$ cat config.mk
export PLATFORM = sky130hd
export DESIGN_NAME = dmem_arbiter
export DESIGN_NICKNAME = d
export VERILOG_FILES = /design/src/rtl/dmem_arbiter.sv
export SDC_FILE = /design/constraint.sdc
export NUM_CORES = 1
export LEC_CHECK = 0
export ABC_CLOCK_PERIOD_IN_PS = 1200
export CAP_MARGIN = 5
export CORE_MARGIN = 3
export CORE_UTILIZATION = 24
export CTS_CLUSTER_DIAMETER = 30
export DETAILED_ROUTE_END_ITERATION = 10
export PLACE_DENSITY = 0.74
export SLEW_MARGIN = 20
export SYNTH_ARGS = -nofsm -noshare
export SYNTH_HDL_FRONTEND = slang
export SYNTH_SLANG_ARGS = --single-unit
$ cat constraint.sdc
create_clock -name clk -period 1.2 [get_ports clk]
set_input_delay 0.18 -clock clk [delete_from_list [all_inputs] [get_ports clk]]
set_output_delay 0.18 -clock clk [all_outputs]
set_load 0.005 [all_outputs]
$ cat src/rtl/dmem_arbiter.sv
// Shares the single-port data memory between the core datapath (priority) and a host port.
// A bounded wait forces a host slot by stalling the core; hold mode gives the host exclusive access.
module dmem_arbiter #(
  parameter int ADDR_W   = 8,
  parameter int DATA_W   = 32,
  parameter int MAX_WAIT = 4
) (
  input  logic              clk,
  input  logic              reset,
  input  logic              core_read,
  input  logic              core_write,
  input  logic [ADDR_W-1:0] core_addr,
  input  logic [DATA_W-1:0] core_wdata,
  output logic [DATA_W-1:0] core_rdata,
  output logic              core_stall,
  input  logic              host_req,
  input  logic              host_we,
  input  logic [ADDR_W-1:0] host_addr,
  input  logic [DATA_W-1:0] host_wdata,
  input  logic              host_hold,
  output logic              host_gnt,
  output logic [DATA_W-1:0] host_rdata,
  output logic              host_valid,
  output logic [ADDR_W-1:0] mem_addr,
  output logic [DATA_W-1:0] mem_wdata,
  output logic              mem_read,
  output logic              mem_write,
  input  logic [DATA_W-1:0] mem_rdata
);

  // state | meaning
  // IDLE  | no host request pending against a busy core
  // WAIT  | host request pending, core kept ownership, counting
  // FORCE | one-cycle host slot, core stalled and re-executes next cycle
  // HOLD  | host-exclusive mode, core stalled every cycle
  typedef enum logic [1:0] {S_IDLE, S_WAIT, S_FORCE, S_HOLD} state_t;

  localparam logic [3:0] MaxWaitC = 4'(MAX_WAIT);

  state_t            state_q;
  logic [3:0]        wait_cnt_q;
  logic [3:0]        wait_cnt_d;
  logic [DATA_W-1:0] host_rdata_q;
  logic              host_valid_q;
  logic              core_busy;

  assign core_busy  = core_read | core_write;
  assign wait_cnt_d = wait_cnt_q + 4'd1;
  assign core_rdata = mem_rdata;
  assign host_rdata = host_rdata_q;
  assign host_valid = host_valid_q;

  always_comb begin
    host_gnt   = 1'b0;
    core_stall = 1'b0;
    if (!reset) begin
      case (state_q)
        S_IDLE, S_WAIT: host_gnt = host_req & ~core_busy;
        S_FORCE, S_HOLD: begin
          core_stall = 1'b1;
          host_gnt   = host_req;
        end
        default: host_gnt = 1'b0;
      endcase
    end
  end

  // Address/data default to the core fields whenever the host is not the owner.
  always_comb begin
    mem_addr  = core_addr;
    mem_wdata = core_wdata;
    mem_read  = 1'b0;
    mem_write = 1'b0;
    if (host_gnt) begin
      mem_addr  = host_addr;
      mem_wdata = host_wdata;
      mem_read  = ~host_we;
      mem_write = host_we;
    end else if (!reset && !core_stall) begin
      mem_read  = core_read;
      mem_write = core_write;
    end
  end

  always_ff @(posedge clk) begin
    if (reset) begin
      state_q      <= S_IDLE;
      wait_cnt_q   <= 4'd0;
      host_rdata_q <= '0;
      host_valid_q <= 1'b0;
    end else begin
      host_valid_q <= host_gnt & ~host_we;
      if (host_gnt && !host_we) host_rdata_q <= mem_rdata;

      if (host_hold) begin
        state_q    <= S_HOLD;
        wait_cnt_q <= 4'd0;
      end else begin
        case (state_q)
          S_IDLE, S_WAIT: begin
            if (core_busy && host_req) begin
              wait_cnt_q <= wait_cnt_d;
              state_q    <= (wait_cnt_d == MaxWaitC) ? S_FORCE : S_WAIT;
            end else begin
              // granted, nothing pending, or request withdrawn before a grant
              wait_cnt_q <= 4'd0;
              state_q    <= S_IDLE;
            end
          end
          default: begin
            wait_cnt_q <= 4'd0;
            state_q    <= S_IDLE;
          end
        endcase
      end
    end
  end

endmodule

==> impl_metrics.py, run 1 <==
metrics = {
    "final_layout": {
        "nets": 619,
        "fillCellCount": 878,
        "stdcell_count": 633,
        "area_growth_pct": 124,
        "final_cell_area_um2": 5470,
        "drive_gt1_share_pct": 34.9,
    },
    "power_and_ir_drop": {
        "powerDensity_nw_per_um2": 660,
        "p_total_w": 0.00361,
        "ir_worst_vdd_uv": 508,
        "p_leak_nw": 2.70,
    },
    "timing": {
        "worst_slew_pin_slew_ns": 0.247,
        "max-slew-margin-rel_pct": 83.5,
        "fin_ws_ns": -0.613,
        "period_needed_ns": 1.81,
        "timing.hold.ws_ns": 0.462,
        "setup_viol": 79,
        "min_period_over_period_pct": 151,
        "finalHoldViolations": 0,
        "clock_skew_ns": 0.00686,
        "fmax_mhz": 552,
        "drv_slew": 0,
        "rsz0062_at_grt": "yes",
    },
    "setup_path": {
        "path_class": "register to output port",
        "cp-end-kind": "output port",
        "crit_slowest_cell": "dfxtp_2",
        "crit_path_start_kind": "register",
        "worstPathCellList": "o21bai_4, nand2_4, buf_6, buf_16, mux2_4, buf_6",
        "crit_path_frequent_cell": "buf_6",
        "slowest_delay_ns": 0.33,
        "worst-path-max-fanout": 8,
        "crit_family": "buffers and inverters",
        "cp_num_buf_inv": 3,
        "cp.required_ns": 1.02,
        "critPathArrivalTime_ns": 1.63,
    },
    "clock_network": {
        "htree_levels": 2,
        "numCtsBuffers": 5,
        "cts_tree": "yes",
        "clkSinkCount": 38,
        "path_clk_slew_ns": 0.08,
        "ctsLongestPathBuffers": 2,
        "clk_latency_ns": 0.28,
        "root_buffer": "clkbuf_8",
    },
    "floorplan": {
        "core_area_um2": 9820,
        "ios": 228,
        "chipWidth_um": 107,
        "die_area_um2": 11400,
        "core.rowCount": 36,
        "initial_core_util_pct": 24.9,
        "die_h_um": 107,
    },
    "detailed_routing": {
        "wire_per_inst_um": 16.3,
        "vias": 2662,
        "drc": 0,
        "wirelength_mm": 10.3,
        "drt-vias-per-instance": 4.21,
        "dr.first_iter.drc_count": 99,
        "ant_nets": 0,
        "drt_first_pass_iters": 4,
    },
    "grt": {
        "grt_antenna_before_repair": 1,
        "first_global_vias": 2868,
        "grt_max_degree": 31,
        "grt_overflow": 0,
        "grt_pass1_wl_mm": 15.6,
        "track_usage_pct": 17.4,
    },
    "synth": {
        "synth_cell_types": 26,
        "synth_edf_count": 0,
        "synth_area_um2": 2440,
        "synth_top_area_share_pct": 31.1,
        "yosysWarnings": 0,
        "synth_area_per_cell_um2": 9.65,
        "synth_common_cells": "38 x dfxtp_1, 38 x mux2_4, 36 x inv_1, 32 x buf_4, 32 x nand3b_1",
        "synth_area_leaders": "dfxtp_1 31%, mux2_4 23%, buf_4 9.8%",
        "synthArstFlopShare_pct": 0,
        "yosysTopAreaCell": "dfxtp_1",
        "synth_nets": 374,
        "synthCells": 253,
        "ys_ff_latch": 38,
        "synthFlopType": "dfxtp_1",
        "yosysSeqAreaShare_pct": 31.1,
    },
    "placement": {
        "hpwl_mm": 7.20,
        "gp_congestion": 0.731,
        "dp.cells": 591,
        "dpl-instance-area_um2": 4720,
        "io_buffers": 227,
    },
    "job": {
        "maxCapViolations": 0,
    },
    "outcome": {
        "status": "finished with violations",
        "failed_checks": "negative setup slack",
    },
    "worst_hold_path": {
        "min_path_type": "primary input to register",
    },
}
==> power by group <==
part,switching (W),leakage [nW],internal (W)
combinational,0.000405,2.35,0.000970
clock,0.000449,0.0472,0.000462
sequential,0.0000205,0.310,0.00130
total,0.000874,2.70,0.00273
==> logic make-up (layout without fill, tap and decap cells) <==
family                   Yosys count  after routing  share of synthesized area (%)
multiplexers                      40             40                           24.3
flip-flops                        38             38                           31.1
AND/OR/NAND/NOR                   52             52                           14.8
AO/OA/AOI/OAI                     38             38                           8.40
adder cells (fa/ha/maj)            2              2                           1.02
XOR/XNOR                           1              1                          0.359
other                              0              1                              0
buffers and inverters             82            328                           20.0
==> stage by stage <==
stage               util, %  setup TNS (ns)  setup WS, ns
floorplan                 -           -1.13       -0.0321
global placement       48.1          -62.77        -0.848
detailed placement     48.1          -66.00        -0.893
CTS                    55.6          -39.05        -0.695
global route           55.7          -41.99        -0.678
finish                 55.7          -36.89        -0.613
==> sequential cells by signal, indices dropped and copies added, names as in the netlist <==
name,count
state_q,1
wait_cnt_q,4
host_valid,1
host_rdata,32
==> final cells by class <==
type	instances	area [µm²]	share of cell area [%]
timing repair buffer	284	3010	55.0
antenna	1	2.50	0.0458
multi-input combinational	133	1290	23.7
inverter	36	135	2.47
sequential	38	767	14.0
clock inverter	2	12.5	0.229
clock buffer	6	82.6	1.51
tap	133	166	3.04
==> cell usage in the layout (no fill, tap or decap), types with 2 or more instances in the layout <==
cell type,netlist,routed
dfxtp_1,38,35
o21ai_2,0,6
clkbuf_8,0,6
inv_2,0,2
nand3b_1,32,32
o21ai_1,13,21
nor2b_4,1,2
nand2b_1,4,2
ha_4,0,2
nand2b_4,0,2
a21oi_2,0,2
o21ai_0,21,7
dlygate4sd2_1,0,69
buf_4,32,19
nand2_1,4,3
nor2_1,5,4
clkdlybuf4s50_1,0,114
buf_6,8,65
inv_1,36,34
mux2_4,38,40
dfxtp_2,0,2
buf_12,0,6
buf_16,0,9
==> final timing paths <==
path / slack [ns] / from / endpoint / cells after the start
worst min-delay path: 0.46 / mem_rdata[3] / host_rdata[3] / 3
worst max-delay path: -0.61 / state_q[1] / mem_wdata[17] / 6
worst min register to register: 0.47 / host_rdata[29] / host_rdata[29] / 2
worst max register to register: -0.45 / state_q[1] / host_rdata[26] / 11
==> layer usage <==
metal	vias to the layer above	global-route usage (%)	wire, µm
met5	-	0	0
met4	0	3.47	99
met3	6	6.14	1020
met2	138	33.5	5570
met1	1220	18.1	3650
li1	1298	-	-
==> worst min-delay path: cells and delay by family <==
family	cells	cell delay (ns)
AOI/OAI and AO/OA	1	0.06
buffers and inverters	2	0.46
==> repair_timing <==
item,4_1_cts,5_1_grt
pin swaps,4,5
resized for setup,354,20
setup endpoints to repair,146,81
cloned,10,0
setup buffers,28,2
hold buffers,0,0
(Power assumes the default switching activity.)
==> run 2, diff against run 1 <==
--- a/config.mk
+++ b/config.mk
@@ -5,13 +5,15 @@
 export SDC_FILE = /design/constraint.sdc
 export NUM_CORES = 1
 export LEC_CHECK = 0
+export ABC_AREA = 1
 export ABC_CLOCK_PERIOD_IN_PS = 1200
 export CAP_MARGIN = 5
 export CORE_MARGIN = 3
 export CORE_UTILIZATION = 24
 export CTS_CLUSTER_DIAMETER = 30
+export CTS_CLUSTER_SIZE = 16
 export DETAILED_ROUTE_END_ITERATION = 10
-export PLACE_DENSITY = 0.74
+export PLACE_DENSITY = 0.78
 export SLEW_MARGIN = 20
 export SYNTH_ARGS = -nofsm -noshare
 export SYNTH_HDL_FRONTEND = slang
==> impl_metrics.py, run 2 <==
metrics = {
    "outcome": {
        "status": "finished with violations",
        "failed_checks": "negative setup slack",
    },
    "synth": {
        "yosysSeqAreaShare_pct": 35.3,
        "synth_top_area_share_pct": 35.3,
        "synth_area_per_cell_um2": 6.27,
        "ys_ff_latch": 38,
        "yosysTopAreaCell": "dfxtp_1",
        "synth_xor_area_share_pct": 0,
        "synth_compound_area_share_pct": 0.638,
        "synth_fa_ha_area_share_pct": 1.16,
        "yosysWarnings": 0,
        "synth_area_um2": 2160,
        "yosys.area_share.simple_pct": 45.4,
        "yosysMostFrequentCell": "nand2_1",
        "synth_nets": 465,
        "synth_cell_types": 16,
        "synthCells": 344,
        "synthFlopType": "dfxtp_1",
        "synthArstFlopShare_pct": 0,
        "synth_area_leaders": "dfxtp_1 35%, nand2_1 34%, buf_4 13%",
        "synth_top_family_by_area": "simple AND/OR/NAND/NOR gates",
        "synth_edf_count": 0,
        "synthMuxAreaShare_pct": 0,
        "synth_common_cells": "196 x nand2_1, 38 x buf_4, 38 x dfxtp_1, 35 x nand3_1",
    },
    "worst_hold_path": {
        "whs_endpoint": "host_rdata[14]",
        "min-delay-start": "mem_rdata[14]",
        "hold_depth": 3,
        "min_path_type": "primary input to register",
    },
    "setup_path": {
        "path_class": "register to output port",
        "cp.required_ns": 1.02,
        "r2r_slack_ns": -0.41,
        "critPathArrivalTime_ns": 1.48,
        "crit_family": "buffers and inverters",
        "slowest_delay_ns": 0.34,
        "r2r-start": "state_q[1]",
        "cp-end-kind": "output port",
        "crit_slowest_cell": "dfxtp_2",
        "r2r_cells": 12,
        "crit_path_start_kind": "register",
        "rr_endpoint": "host_rdata[11]",
        "worstPathCellList": "inv_2, o21ai_4, nand2_4, buf_12, buf_8, buf_6, nand2_2, nand2_1, buf_2",
        "worst-path-max-fanout": 6,
        "cp_num_buf_inv": 5,
    },
    "power_and_ir_drop": {
        "powerDensity_nw_per_um2": 695,
        "pwr-share-comb_pct": 37.7,
        "p_switching_w": 0.000970,
        "p_int_w": 0.00260,
        "p_total_w": 0.00357,
        "seqPwrFrac_pct": 37.1,
        "p_leak_nw": 2.62,
        "sw_frac_of_total_pct": 27.2,
        "pwr-share-clk_pct": 25.2,
        "ir_worst_vdd_uv": 594,
    },
    "final_layout": {
        "final_cell_mix": "126 x nand2_1, 114 x clkdlybuf4s50_1, 69 x dlygate4sd2_1",
        "layout_commonest_cell": "nand2_1",
        "largest_reg_flops": 32,
        "nets": 704,
        "final_core_util_pct": 60.6,
        "drive_gt1_share_pct": 32.4,
        "antenna_cells": 0,
        "area_growth_pct": 138,
    },
    "clock_network": {
        "numCtsBuffers": 5,
        "ctsHoldBuffers": 0,
        "root_buffer": "clkbuf_8",
        "clkSinkCount": 38,
        "ctsLongestPathBuffers": 2,
        "cts_tree": "yes",
        "clk_latency_ns": 0.28,
        "htree_levels": 2,
        "path_clk_slew_ns": 0.08,
    },
    "floorplan": {
        "ios": 228,
        "core_area_um2": 8460,
        "die_h_um": 101,
        "core.rowCount": 33,
        "initial_core_util_pct": 25.5,
        "die_area_um2": 10200,
        "chipWidth_um": 101,
    },
    "timing": {
        "setup_viol": 81,
        "max-slew-margin-rel_pct": 75.5,
        "period_needed_ns": 1.66,
        "fin_setup_tns_ns": -29.36,
        "min_period_over_period_pct": 138,
        "worst_slew_pin_slew_ns": 0.368,
        "fmax_mhz": 602,
        "fin_ws_ns": -0.461,
        "drv_slew": 0,
        "rsz0062_at_grt": "yes",
        "finalHoldViolations": 0,
        "clock_skew_ns": 0.00702,
    },
    "detailed_routing": {
        "drt-vias-per-instance": 4.57,
        "vias": 3152,
        "wire_per_inst_um": 16.0,
        "ant_nets": 0,
        "wirelength_mm": 11.0,
        "drt_first_pass_iters": 4,
        "drc": 0,
        "dr.first_iter.drc_count": 98,
    },
    "grt": {
        "first_global_vias": 3225,
        "grt_antenna_before_repair": 0,
        "track_usage_pct": 20.6,
        "grt_max_degree": 34,
        "grt_overflow": 0,
        "grt_pass1_wl_mm": 16.5,
    },
    "job": {
        "maxCapViolations": 0,
    },
    "placement": {
        "hpwl_mm": 7.64,
        "io_buffers": 227,
        "gp_congestion": 1.02,
    },
}
-- run 2: changes by cell type in the layout (fill, tap and decap cells not counted), moves of 21 or more --
cell,change
buf_6,-41
nand3b_1,-32
nand2_1,+123
inv_1,-27
nand2_2,+52
mux2_4,-40
o21ai_1,-21
buf_2,+28
nand3_1,+33
-- run 2: worst max-delay path by stage --
stage                           from       endpoint  slack [ns]  cells past startpoint
after global routing      state_q[1]  mem_wdata[21]       -0.54                      9
after floorplan           state_q[1]    mem_addr[0]        0.08                      7
after detailed placement       reset      mem_write       -0.89                      9
after CTS                 state_q[1]      mem_write       -0.47                      9
after global placement         reset      mem_write       -0.89                      9
final                     state_q[1]  mem_wdata[11]       -0.46                      9
-- run 2: area by class of cell --
class	instances	area (µm²)
clock buffers	7	86.3
flip-flops and latches	38	764
well taps	105	131
multi-input cells	246	1310
repair buffers	281	2780
inverters	11	46.3
clock inverters	1	5.00
fillers	709	3330
-- run 2: routing by layer --
layer  wire length, µm  global-route usage (%)
met4               191                    5.60
met2              5640                    38.4
met5                 0                       0
met1              3930                    22.3
met3              1290                    6.23
-- run 2: logic make-up (layout without fill, tap and decap cells) --
| kind of cell | Yosys count | after routing |
|---|---|---|
| simple gates | 242 | 242 |
| buf+inv | 60 | 300 |
| flops | 38 | 38 |
| fa+ha+maj | 2 | 2 |
| compound gates | 2 | 2 |
-- run 2: stage by stage --
step                      hold slack, ns  instance area, µm²  setup slack, ns  instances
final                              0.449                5130           -0.461        689
after global routing               0.455                5130           -0.540        689
after CTS                          0.444                5000           -0.473        687
after detailed placement           0.457                4450           -0.890        650
after global placement             0.452                4450           -0.894        650
after floorplan                    0.290                2160           0.0817        344
-- run 2: worst min-delay path: cells and delay by family --
kind / cells / cell delay [ns]
buffers and inverters: 1 / 0.41
and+or+nand+nor: 2 / 0.11
-- run 2: power groups by stage --
stage,Clock (W),Combinational [W],Sequential [W]
after floorplan,0,0.000319,0.00136
after global placement,0,0.00120,0.00135
final,0.000900,0.00134,0.00132
after detailed placement,0,0.00120,0.00135
after global routing,0.000999,0.00143,0.00133
after CTS,0.000938,0.00128,0.00132
-- run 2: repair_timing --
action,in CTS,in global routing
buffers inserted,24,4
setup endpoints to repair,142,82
gates resized for setup,358,36
pin swaps,36,8
gates cloned,6,0
==> run 3, diff against run 2 <==
--- a/config.mk
+++ b/config.mk
@@ -5,7 +5,6 @@
 export SDC_FILE = /design/constraint.sdc
 export NUM_CORES = 1
 export LEC_CHECK = 0
-export ABC_AREA = 1
 export ABC_CLOCK_PERIOD_IN_PS = 1200
 export CAP_MARGIN = 5
 export CORE_MARGIN = 3
@@ -13,8 +12,7 @@
 export CTS_CLUSTER_DIAMETER = 30
 export CTS_CLUSTER_SIZE = 16
 export DETAILED_ROUTE_END_ITERATION = 10
-export PLACE_DENSITY = 0.78
-export SLEW_MARGIN = 20
+export PLACE_DENSITY = 0.74
 export SYNTH_ARGS = -nofsm -noshare
 export SYNTH_HDL_FRONTEND = slang
 export SYNTH_SLANG_ARGS = --single-unit
==> results of run 3 <==
The final DEF is identical to that of run 1; final timing and power are the same.
==> edit 1, RTL diff (flow settings as in run 1) <==
The parameter `ADDR_W` goes from 8 to 6.
--- a/src/rtl/dmem_arbiter.sv
+++ b/src/rtl/dmem_arbiter.sv
@@ -1,7 +1,7 @@
 // Shares the single-port data memory between the core datapath (priority) and a host port.
 // A bounded wait forces a host slot by stalling the core; hold mode gives the host exclusive access.
 module dmem_arbiter #(
-  parameter int ADDR_W   = 8,
+  parameter int ADDR_W   = 6,
   parameter int DATA_W   = 32,
   parameter int MAX_WAIT = 4
 ) (
Ports: changed (resized core_addr, host_addr and mem_addr); port bits go from 228 to 222. No check against the original RTL was run, so the function may have changed too.
==> edit 1 against run 1 <==
The run still ends with negative setup slack left; area after synthesis down 1.1%; clock skew is 0.0020 ns lower; global-route usage fell by 2.0 points; routed wire length is 8.4% lower; core utilization shrank 1.1 points; final area is 5.1% lower; sequential cell count is the same; setup slack got worse by 0.046 ns; clock power up 44%; total power increased by 8.0%; largest cell class unchanged.
==> edit 1: results (changes against run 1) <==
{
  "layout": {
    "seq-cell-share": {"value": 0.149, "change": "+0.00878"},
    "design.final.nets": {"value": 600, "change": "-3.1%"},
    "n_antenna_cell": {"value": 0, "change": "-1"},
    "area_share_nonclk_buffers": {"value": 0.532, "change": "-0.0185"},
    "comb.multi_input.count": {"value": 131, "change": "-1.5%"},
    "fillers": {"value": 865, "change": "-1.5%"},
    "final_cell_count_no_fill": {"value": 613, "change": "-3.2%"},
    "final.signal_buffer_count": {"value": 271, "change": "-4.6%"}
  },
  "sta": {
    "finClkSkew": {"value": 0.00490, "unit": "ns", "change": "-0.00197 ns"},
    "whs": {"value": 0.442, "unit": "ns", "change": "-0.0202 ns"},
    "setup_slack": {"value": -0.659, "unit": "ns", "change": "-0.0459 ns"},
    "setup_viol": {"value": 77, "change": "-2.5%"}
  },
  "place": {
    "placed_cells": {"value": 580, "change": "-1.9%"},
    "port-buffer-count": {"value": 221, "change": "-2.6%"},
    "placedInstanceArea": {"value": 0.00465, "unit": "mm^2", "change": "-1.4%"}
  },
  "routing": {
    "via_per_inst": {"value": 4.17, "change": "-0.93%"}
  },
  "worst_hold_path": {
    "hold_start": "wait_cnt_q[0]",
    "worstHoldEndpoint": "wait_cnt_q[0]"
  },
  "logic_synthesis": {
    "synth_seq_area_share": {"value": 0.315, "change": "+0.00355"},
    "yosys.area_share.adder": {"value": 0.0104, "change": "+0.000117"},
    "synth_fp_nets": {"value": 368, "change": "-1.6%"},
    "netlist_top_cells_area": "sky130_fd_sc_hd__dfxtp_1 32%, sky130_fd_sc_hd__mux2_4 24%, sky130_fd_sc_hd__buf_4 9.9%",
    "yosys-mux-area-fraction": {"value": 0.236, "change": "-0.00656"}
  },
  "global_route": {
    "grt.total_usage": {"value": 0.154, "change": "-0.0203"},
    "first_pass_grt_wire_length": {"value": 14100, "unit": "um", "change": "-10%"},
    "grt_start_max_net_pins": {"value": 28, "change": "-9.7%"}
  },
  "run_status": {
    "outcome": "finished, violations left",
    "violated_checks": "negative setup slack"
  },
  "worst_setup_path": {
    "rr_worst_depth": {"value": 9, "change": "-2"},
    "regToRegEndpoint": "host_rdata[21]",
    "crit_arrival": {"value": 1.68, "unit": "ns", "change": "+0.05 ns"}
  },
  "clock_tree": {
    "cts_setup_buffers": {"value": 9, "change": "-68%"}
  }
}
==> edit 1: changes by cell type in the layout (fill, tap and decap cells not counted), sizes merged <==
cell and delta:
bufinv +2, mux2 -2, diode -1, clkinvlp -1
clkbuf +15, clkdlybuf4s50 -4, buf -25
==> edit 1: worst max-delay path, stage by stage (launching register included) <==
cell	delay, ns
sky130_fd_sc_hd__dfxtp_2	0.32
sky130_fd_sc_hd__o21bai_4	0.17
sky130_fd_sc_hd__nand2_4	0.10
sky130_fd_sc_hd__buf_12	0.13
sky130_fd_sc_hd__clkbuf_16	0.14
sky130_fd_sc_hd__buf_6	0.10
sky130_fd_sc_hd__mux2_4	0.30
sky130_fd_sc_hd__buf_6	0.12
==> edit 1: routing by layer <==
layer	GRT usage	routed length, um	up-vias
met5	0	0	-
met3	0.0589	965	8
li1	-	-	1256
met1	0.161	3400	1153
met4	0.0333	99	0
met2	0.289	5010	137
==> edit 2, RTL diff (config.mk and constraints of run 1) <==
Made on the original files. The 4 states of `state_t` get a one-hot encoding in 4 bits.
--- a/src/rtl/dmem_arbiter.sv
+++ b/src/rtl/dmem_arbiter.sv
@@ -33,7 +33,7 @@
   // WAIT  | host request pending, core kept ownership, counting
   // FORCE | one-cycle host slot, core stalled and re-executes next cycle
   // HOLD  | host-exclusive mode, core stalled every cycle
-  typedef enum logic [1:0] {S_IDLE, S_WAIT, S_FORCE, S_HOLD} state_t;
+  typedef enum logic [3:0] {S_IDLE = 4'b0001, S_WAIT = 4'b0010, S_FORCE = 4'b0100, S_HOLD = 4'b1000} state_t;
 
   localparam logic [3:0] MaxWaitC = 4'(MAX_WAIT);
 
Check against the original RTL: no difference found for any inputs over 10 cycles, from zero or initial values and one cycle with reset high; not proved beyond that.
==> edit 2 against run 1 <==
The flow still finishes with violations (negative setup slack); core utilization fell by 1.7 points; area after synthesis increased by 5.4%; total power grew 5.3%; setup slack got worse by 0.45 ns; synthesized cell count up 2.8%; routed wire length decreased by 2.0%; final area increased by 2.4%; sequential power increased by 7%; critical path depth grew 2; sequential cell count increased by 3; global-route usage shrank 1.3 points; critical endpoint is now mem_wdata[26]; largest power group is now sequential cells; highest routed layer unchanged.
==> edit 2: results (changes against run 1) <==
{
  "run_status": {
    "outcome": "finished, violations left",
    "violated_checks": "negative setup slack"
  },
  "logic_synthesis": {
    "netlist_top_cells_area": "sky130_fd_sc_hd__dfxtp_1 32%, sky130_fd_sc_hd__nand2b_1 16%, sky130_fd_sc_hd__mux2_2 14%",
    "synth_fp_nets": {"value": 380, "change": "+1.6%"},
    "synth_seq_area_share": {"value": 0.319, "change": "+0.00728"},
    "synth_cell_type_count": {"value": 25, "change": "-3.8%"}
  },
  "place": {
    "hpwl": {"value": 7360, "unit": "um", "change": "+2.3%"},
    "pre_cts_ws": {"value": -1.22, "unit": "ns", "change": "-0.326 ns"},
    "placed_cells": {"value": 611, "change": "+3.4%"}
  },
  "global_route": {
    "first_global_vias": {"value": 2829, "change": "-1.4%"},
    "grt_antenna_before_repair": {"value": 0, "change": "-1"},
    "met3_usage": {"value": 0.0382, "change": "-0.0232"},
    "first_pass_grt_wire_length": {"value": 14900, "unit": "um", "change": "-4.4%"},
    "grt.total_usage": {"value": 0.162, "change": "-0.0125"},
    "met2_usage": {"value": 0.298, "change": "-0.0377"}
  },
  "pwr": {
    "vdd.ir_drop.worst": {"value": 0.551, "unit": "mV", "change": "+8.5%"},
    "static-leakage-power": {"value": 2.46, "unit": "nW", "change": "-9.0%"}
  },
  "worst_setup_path": {
    "crit_arrival": {"value": 2.08, "unit": "ns", "change": "+0.45 ns"},
    "setup.worst_path.start": "state_q[2]",
    "setup_slack_reg_to_reg": {"value": -0.75, "unit": "ns", "change": "-0.30 ns"},
    "timing.critical_path.fanout_max": {"value": 6, "change": "-2"}
  },
  "sta": {
    "timing_worst_slew_pin_value": {"value": 0.507, "unit": "ns", "change": "+0.261 ns"},
    "setup_slack": {"value": -1.06, "unit": "ns", "change": "-0.446 ns"},
    "setup_viol": {"value": 78, "change": "-1.3%"}
  },
  "layout": {
    "stdcell_area": {"value": 0.00560, "unit": "mm^2", "change": "+2.4%"},
    "fillers": {"value": 946, "change": "+7.7%"},
    "n_antenna_cell": {"value": 0, "change": "-1"}
  },
  "routing": {
    "met3WireLength": {"value": 596, "unit": "um", "change": "-41%"},
    "vias": {"value": 2673, "change": "+0.41%"},
    "average_routed_wire_per_standard_cell": {"value": 15.8, "unit": "um", "change": "-3.4%"}
  },
  "worst_hold_path": {
    "hold_depth": {"value": 1, "change": "-2"},
    "worstHoldEndpoint": "wait_cnt_q[0]",
    "worst_hold_path_type": "flop to flop"
  },
  "clock_tree": {
    "cts_sinks": {"value": 41, "change": "+7.9%"}
  }
}
edit 2: kinds of logic after synthesis:
group                    count (synthesis)  synth area share
AND/OR/NAND/NOR                         86             0.196
multiplexers                            72             0.299
buffers and inverters                   49             0.140
flip-flops                              41             0.319
AO/OA/AOI/OAI                            7            0.0272
XOR/XNOR                                 4            0.0136
adder cells (fa/ha/maj)                  1           0.00486
edit 2: where the power goes:
| group | total [mW] | internal, mW | switching, mW |
|---|---|---|---|
| sequential | 1.41 | 1.39 | 0.0177 |
| combinational | 1.31 | 0.931 | 0.382 |
| clock | 1.08 | 0.605 | 0.470 |
| total | 3.80 | 2.93 | 0.869 |
edit 2: layout make-up:
| class | count | area share |
|---|---|---|
| clock inverters | 2 | 0.00626 |
| well taps | 136 | 0.0304 |
| multi-input cells | 170 | 0.283 |
| clock buffers | 5 | 0.0123 |
| flip-flops and latches | 41 | 0.149 |
| inverters | 2 | 0.00134 |
| repair buffers | 286 | 0.518 |
